==> src/rtl/mod241_serial_reduce.sv <==
// Serial MSB-first mod-241 reducer: folds 6-bit chunks via r = (64*r + chunk) mod 241.
// Optional length check enabled by defining MOD241_LEN_CHECK_EN.
module mod241_serial_reduce #(
  parameter int NCHUNK = 67
) (
  input  logic       clk,
  input  logic       rst,
  input  logic       in_valid,
  output logic       in_ready,
  input  logic [5:0] in_chunk,
  input  logic       in_last,
  output logic       out_valid,
  input  logic       out_ready,
  output logic [7:0] out_res,
  output logic       len_err
);

  typedef enum logic [1:0] {
    IDLE = 2'd0,
    ACC  = 2'd1,
    DONE = 2'd2
  } state_t;

  state_t     state_r;
  state_t     state_next_s;
  logic [7:0] acc_r;
  logic       accept_s;
  logic       release_s;

  // One Horner step; two folds of 256 == 15 (mod 241) then one conditional subtract.
  function automatic logic [7:0] mod241_step(input logic [7:0] acc, input logic [5:0] chunk);
    logic [13:0] t;
    logic [10:0] u;
    logic [8:0]  v;
    t = {acc, 6'd0} + {8'd0, chunk};
    u = ({5'd0, t[13:8]} * 11'd15) + {3'd0, t[7:0]};
    v = ({6'd0, u[10:8]} * 9'd15) + {1'b0, u[7:0]};
    return (v >= 9'd241) ? 8'(v - 9'd241) : v[7:0];
  endfunction

  assign accept_s  = in_valid & in_ready;
  assign release_s = (state_r == DONE) & out_ready;

  // State and accumulator registers
  always_ff @(posedge clk) begin
    if (rst) begin
      state_r <= IDLE;
      acc_r   <= 8'd0;
    end else begin
      state_r <= state_next_s;
      if (accept_s) begin
        acc_r <= mod241_step(acc_r, in_chunk);
      end else if (release_s) begin
        acc_r <= 8'd0;
      end else begin
        acc_r <= acc_r;
      end
    end
  end

  // Next-state logic
  always_comb begin
    state_next_s = state_r;
    case (state_r)
      IDLE, ACC: begin
        if (accept_s) begin
          state_next_s = in_last ? DONE : ACC;
        end else begin
          state_next_s = state_r;
        end
      end
      DONE: begin
        if (out_ready) begin
          state_next_s = IDLE;
        end else begin
          state_next_s = DONE;
        end
      end
      default: state_next_s = IDLE;
    endcase
  end

  // Output decode; in_ready is held low while reset is asserted
  always_comb begin
    in_ready  = 1'b0;
    out_valid = 1'b0;
    out_res   = acc_r;
    case (state_r)
      IDLE, ACC: begin
        in_ready  = ~rst;
        out_valid = 1'b0;
      end
      DONE: begin
        in_ready  = 1'b0;
        out_valid = 1'b1;
      end
      default: begin
        in_ready  = 1'b0;
        out_valid = 1'b0;
      end
    endcase
  end

`ifdef MOD241_LEN_CHECK_EN
  logic [6:0] cnt_r;
  logic [7:0] cnt_inc_s;
  logic       len_err_r;

  assign cnt_inc_s = {1'b0, cnt_r} + 8'd1;

  // Chunk counter (saturating so overlong operands cannot alias to a legal length) and error flag
  always_ff @(posedge clk) begin
    if (rst) begin
      cnt_r     <= 7'd0;
      len_err_r <= 1'b0;
    end else if (accept_s) begin
      if (in_last) begin
        cnt_r     <= 7'd0;
        len_err_r <= (cnt_inc_s != 8'(NCHUNK));
      end else begin
        cnt_r     <= (cnt_r == 7'd127) ? cnt_r : cnt_r + 7'd1;
        len_err_r <= len_err_r;
      end
    end else if (release_s) begin
      cnt_r     <= 7'd0;
      len_err_r <= 1'b0;
    end else begin
      cnt_r     <= cnt_r;
      len_err_r <= len_err_r;
    end
  end

  assign len_err = len_err_r;
`else
  logic unused_nchunk_s;
  assign unused_nchunk_s = ^NCHUNK;
  assign len_err = 1'b0;
`endif

endmodule

==> config.mk <==
export PLATFORM = sky130hd
export DESIGN_NAME = mod241_serial_reduce
export DESIGN_NICKNAME = d
export VERILOG_FILES = /design/src/rtl/mod241_serial_reduce.sv
export SDC_FILE = /design/constraint.sdc
export NUM_CORES = 1
export LEC_CHECK = 0
export ABC_AREA = 1
export CAP_MARGIN = 25
export CORE_MARGIN = 5
export CORE_UTILIZATION = 52
export CTS_CLUSTER_DIAMETER = 150
export CTS_CLUSTER_SIZE = 8
export DETAILED_ROUTE_END_ITERATION = 7
export PLACE_DENSITY = 0.79
export SYNTH_ARGS = -nofsm -noshare
export SYNTH_HDL_FRONTEND = slang
export SYNTH_SLANG_ARGS = --single-unit
==> constraint.sdc <==
create_clock -name clk -period 6.4 [get_ports clk]
set_clock_uncertainty 0.05 [all_clocks]
set_input_delay 1.6 -clock clk [delete_from_list [all_inputs] [get_ports clk]]
set_output_delay 1.6 -clock clk [all_outputs]
set_load 0.01 [all_outputs]
# Word level (Yosys, flattened, before mapping)
# Index checks and enable logic that the tools add are counted.
dict set report totals {
  out_inout_bits 11
  input_bits 11
  regBits 10
}
dict set report classes {
  magnitude_cmp 1
  n_bitwise 3
  n_mux 9
  reduce_logical 3
  add_sub_neg 4
  n_eq_ne 3
  n_mul 2
}
# op n
set op_table {}
lappend op_table {{8-bit two-way mux} 3}
lappend op_table {{14-bit by 6-bit adder with 14-bit output} 1}
lappend op_table {{10-bit by 8-bit adder with 11-bit output} 1}
lappend op_table {{6-bit by 4-bit multiplier with 10-bit output, second input constant} 1}
lappend op_table {{7-bit by 8-bit adder with 9-bit output} 1}
lappend op_table {{9-bit by 8-bit greater-or-equal comparator with 1-bit output, second input constant} 1}
lappend op_table {{8-bit subtractor, second input constant} 1}
lappend op_table {{3-bit by 4-bit multiplier with 7-bit output, second input constant} 1}
lappend op_table {{2-bit two-way mux} 3}
lappend op_table {{2-bit case mux with 2 select lines} 1}
lappend op_table {{1-bit AND} 2}
lappend op_table {{2-bit by 1-bit == test with 1-bit output, second input constant} 1}
lappend op_table {{2-bit == test, second input constant} 1}
lappend op_table {{2-bit logical NOT} 1}
lappend op_table {{1-bit two-way mux} 2}
lappend op_table {{2-bit != test, second input constant} 1}
lappend op_table {{2-bit nonzero test} 1}
lappend op_table {{2-bit OR reduction} 1}
lappend op_table {{1-bit inverter} 1}

# Longest topological paths before layout
dict set report depth {
  word_depth 8
  mapped_depth 37
}

# Worst setup path after synthesis
# OpenSTA, ideal clock, no wires.
dict set report synth_path {
  path_type {input-to-reg}
  startpoint {input in_chunk[3]}
  endpoint {register acc_r[6] (netlist: out_res[6])}
  setup_slack_ns -0.227
  path_buffers 0
  path_stages 30
  arrival_ns 6.509
  t_required_ns 6.283
  setup_ns 0.067
  path_cell_list {inv_1 fa_1 inv_1 ha_1 nand2_1 nand2_1 nand3_1 nand2_1 a21oi_1 nor2_1 nor2_1 o21bai_1 a21o_1 a21oi_1 inv_1 fa_1 inv_1 fa_1 inv_1 fa_1 xnor2_1 and3_1 nand2_1 o21ai_2 nand2_4 nand2_4 nand2_2 nand2_1 nand2_1 a21oi_2}
}
dict set report synth_via {
  elab_chain_len 8
  elab_cells_between_ends 9
  classes_between {add/sub (4); mul (2); order compare (1); mux (2)}
}
# element line
set synth_rtl {}
lappend synth_rtl {{start: declaration} 10} ;# input logic [5:0] in_chunk,
lappend synth_rtl {{14-bit by 6-bit adder with 14-bit output *} 35} ;# t = {acc, 6'd0} + {8'd0, chunk};
lappend synth_rtl {{6-bit by 4-bit multiplier with 10-bit output} 36} ;# u = ({5'd0, t[13:8]} * 11'd15) + {3'd0, t[7:0]};
lappend synth_rtl {{10-bit by 8-bit adder with 11-bit output *} 36}
lappend synth_rtl {{3-bit by 4-bit multiplier with 7-bit output} 37} ;# v = ({6'd0, u[10:8]} * 9'd15) + {1'b0, u[7:0]};
lappend synth_rtl {{7-bit by 8-bit adder with 9-bit output *} 37}
lappend synth_rtl {{8-bit subtractor / 9-bit by 8-bit greater-or-equal comparator with 1-bit output (equally long branches)} 38} ;# return (v >= 9'd241) ? 8'(v - 9'd241) : v[7:0];
lappend synth_rtl {{8-bit two-way mux *} 38}
lappend synth_rtl {{8-bit two-way mux *} 51} ;# if (accept_s) begin
lappend synth_rtl {{end signal: assignment} 52} ;# acc_r <= mod241_step(acc_r, in_chunk);
lappend synth_rtl {{end signal: assignment} 56} ;# acc_r <= acc_r;
lappend synth_rtl {{end: declaration} 26} ;# logic [7:0] acc_r;
# Mark *: on every way between the ends. The rest lies on a longest branch, timed or not.
# A chain may end at the register's enable or synchronous reset.

# Worst setup path after layout
dict set report layout_path {
  startpoint {register acc_r[3] (netlist: out_res[3])}
  endpoint {register acc_r[5] (netlist: out_res[5])}
}
dict set report layout_via {
  elab_chain_len 8
  elab_cells_between_ends 9
  classes_between {add/sub (4); mul (2); order compare (1); mux (2)}
}
# element line
set layout_rtl {}
lappend layout_rtl {{14-bit by 6-bit adder with 14-bit output *} 35}
lappend layout_rtl {{6-bit by 4-bit multiplier with 10-bit output *} 36}
lappend layout_rtl {{10-bit by 8-bit adder with 11-bit output *} 36}
lappend layout_rtl {{3-bit by 4-bit multiplier with 7-bit output} 37}
lappend layout_rtl {{7-bit by 8-bit adder with 9-bit output *} 37}
lappend layout_rtl {{8-bit subtractor / 9-bit by 8-bit greater-or-equal comparator with 1-bit output (equally long branches)} 38}
lappend layout_rtl {{8-bit two-way mux *} 38}
lappend layout_rtl {{8-bit two-way mux *} 51}
# Marks and branches as above.

==> run metrics <==
outcome=finished, final reports clean; Iteration-0 DRC Markers=54; cell row count=22; cell depth of the worst flop-to-flop path=33; residual overflow from global routing=0; Final #Nets=416; per-instance average area after synthesis=roughly 7.3 sq um; via count of the first global-routing pass=around 2100; cell area reported after detailed placement=0.00258 sq mm; Via Count=2011; count of flip-flops with a built-in enable after synthesis=0; HPWL Detailed=roughly 3900 um; fin crit period=~6.3 ns; H-Tree Level Count=1; Max Slew Vio Count=0; number of port buffers=20; most common cell after layout, fill and taps aside=sky130_fd_sc_hd__inv_1; antenna violations before repair=0; pre-CTS setup slack=-0.639 ns; Vias per Instance=5.04; worst hold path depth=2; Multi-input gate area=0.00174 sq mm; most frequent cells in the layout=sky130_fd_sc_hd__inv_1 (58), sky130_fd_sc_hd__buf_4 (47), sky130_fd_sc_hd__nand2_1 (44); Worst R2R Start=out_res[3]; area share of the largest cell type after synthesis=between 20% and 30%; Core ar.=0.00374 sq mm; global router's overall resource usage=approximately 20%; number of antenna repair diodes=0; #FFs+latches synth=10; Clock Sink Count=10; required arrival time at the worst endpoint=around 6.5 ns; capture point of the worst reg-to-reg path=out_res[5]; count of final hold-check violations=0; arrival time worst endpoint=6.36 ns; largest net degree at the start of global routing=12; Sequential Area=205 sq um; crit path launch type=register; Clock Latency Late Sink=between 0.2 and 0.25 ns; Worst Min Path Start=state_r[0]; crit-path max cell delay=0.57 ns; number of iterations in the first detailed-routing pass=4; synthesized area=0.00205 sq mm; highest fanout seen on the critical path=8; Tightest Hold Check Type=register to register; top-level I/O count=22; number of cells in the design after placement=~380; die area=0.00530 sq mm; Mapped Cells=280; average wire length per cell after detail routing=13.0 um; critical path's slowest cell=sky130_fd_sc_hd__fa_1; Setup Viol. Count Final=0; y dimension of the die=72.8 um; first-pass GRT wire length=8560 um; final instance area=about 0.0029 sq mm; Clock transition at path regs=0.05 ns; number of buffers created by CTS=3; Die W=a little over 70 um; clock tree from TritonCTS=yes; DRC errors left=0; Critical Setup Path Class=register to register; number of standard cells in the layout, taps in and fillers out=399; cts hold-fix bufs=0; share of final-layout standard cells stronger than drive strength 1=32.2%; Layout Area Growth over Synthesis=41.3%; worst-case register-to-register setup slack=0.09 ns; Worst Hold End=state_r[0]; number of warnings issued by yosys=0; detailed-route wire length=5210 um; library cell used as clock root buffer=sky130_fd_sc_hd__clkbuf_8; count of nets left with antenna violations after detail routing=0; cell type with the highest aggregate area in the netlist=sky130_fd_sc_hd__ha_1; share of the cycle needed by the critical path after routing=98.6%; maximum clock frequency=roughly 160 MHz; sequential area share after synthesis=9.77%; Net Count, Synth=344; crit path setup slack, layout=0.0914 ns; sort of element at the end of the critical path=register; number of library cell types mapped by synthesis=31; core utilization of the finished layout=77.3%; unrepaired setup endpoints after global routing=yes; placer's final routability congestion estimate=0.870; max-cap viol count=0; top area cells in the synthesized netlist=sky130_fd_sc_hd__ha_1 (21%), sky130_fd_sc_hd__fa_1 (19%), sky130_fd_sc_hd__inv_1 (12%); most used flip-flop cell after synthesis=sky130_fd_sc_hd__dfxtp_1; fraction of registers with async set/reset=0%; maximum count of clock buffers along a single path=2; Initial Util=54.7%; count of fill cells added during filler insertion=255
registers in the layout, indices dropped and copies added, names as in the netlist:
register,flops
state_r,2
out_res,8
what timing repair did:
item / 4_1_cts / 5_1_grt
gates resized for setup: 24 / 23
pin swaps: 27 / 26
endpoints found under the setup margin: 8 / 8
setup buffers: 9 / 7
cell usage after synthesis, types with 2 or more instances:
master / n
sky130_fd_sc_hd__dfxtp_1: 10
sky130_fd_sc_hd__nand3_2: 3
sky130_fd_sc_hd__inv_2: 2
sky130_fd_sc_hd__o21bai_1: 2
sky130_fd_sc_hd__a21oi_1: 17
sky130_fd_sc_hd__inv_1: 68
sky130_fd_sc_hd__xor2_1: 9
sky130_fd_sc_hd__nand2_4: 2
sky130_fd_sc_hd__xnor2_1: 4
sky130_fd_sc_hd__nand3_1: 22
sky130_fd_sc_hd__fa_1: 19
sky130_fd_sc_hd__nand2_2: 5
sky130_fd_sc_hd__a21o_1: 4
sky130_fd_sc_hd__nand2_1: 51
sky130_fd_sc_hd__nand4_1: 3
sky130_fd_sc_hd__nor2_1: 8
sky130_fd_sc_hd__a31oi_1: 2
sky130_fd_sc_hd__o21ai_0: 2
sky130_fd_sc_hd__nor2_2: 2
sky130_fd_sc_hd__ha_1: 34
worst max path at each step:
stage | from | end | slack (ns) | depth (start not counted)
floorplan | out_res[5] | out_res[6] | 0.01 | 35
global placement | in_chunk[4] | out_res[6] | -0.43 | 29
detailed placement | in_chunk[5] | out_res[6] | -0.64 | 32
CTS | in_chunk[3] | out_res[6] | 0.08 | 34
global route | out_res[3] | out_res[6] | -0.19 | 36
finish | out_res[3] | out_res[5] | 0.09 | 33
kinds of logic (layout without fill, tap and decap cells):
kind of cell             after synthesis  in the layout  synth area share [%]
flip-flops                            10             10                  9.77
AND/OR/NAND/NOR                      100            100                  23.0
XOR/XNOR                              13             13                  5.56
buffers and inverters                 73            144                  13.6
adder cells (fa/ha/maj)               53             53                  39.3
other                                  1              1                 0.183
AO/OA/AOI/OAI                         30             30                  8.61
metal layers:
layer | vias up | GRT usage, % | part of all wire (%)
met5 | - | 0 | 0
li1 | 1011 | - | -
met3 | 16 | 2.48 | 3.1
met1 | 935 | 23.2 | 41
met4 | 0 | 3.28 | 2.4
met2 | 49 | 39.5 | 54
cell type report:
cell class | instances | area share, %
Multi-Input combinational cell | 197 | 60.2
Sequential cell | 10 | 7.09
Inverter | 71 | 9.20
Tap cell | 48 | 2.07
Timing Repair Buffer | 69 | 19.6
Clock buffer | 4 | 1.90
per-stage QoR:
stage / TNS, ns / hold WS (ns)
detailed placement: -4.94 / 0.407
finish: 0 / 0.410
global route: -1.38 / 0.455
global placement: -3.31 / 0.404
CTS: 0 / 0.414
floorplan: 0 / 0.389
critical path: cells and delay by family, from the launching register on:
kind	cells	cell delay (ns)
simple gates	12	0.99
buf+inv	8	0.62
flops	1	0.36
compound gates	6	0.79
fa+ha+maj	7	3.36
Power is not shown: default switching activity piles up to over one toggle a cycle in this logic, so the estimate is an artifact.
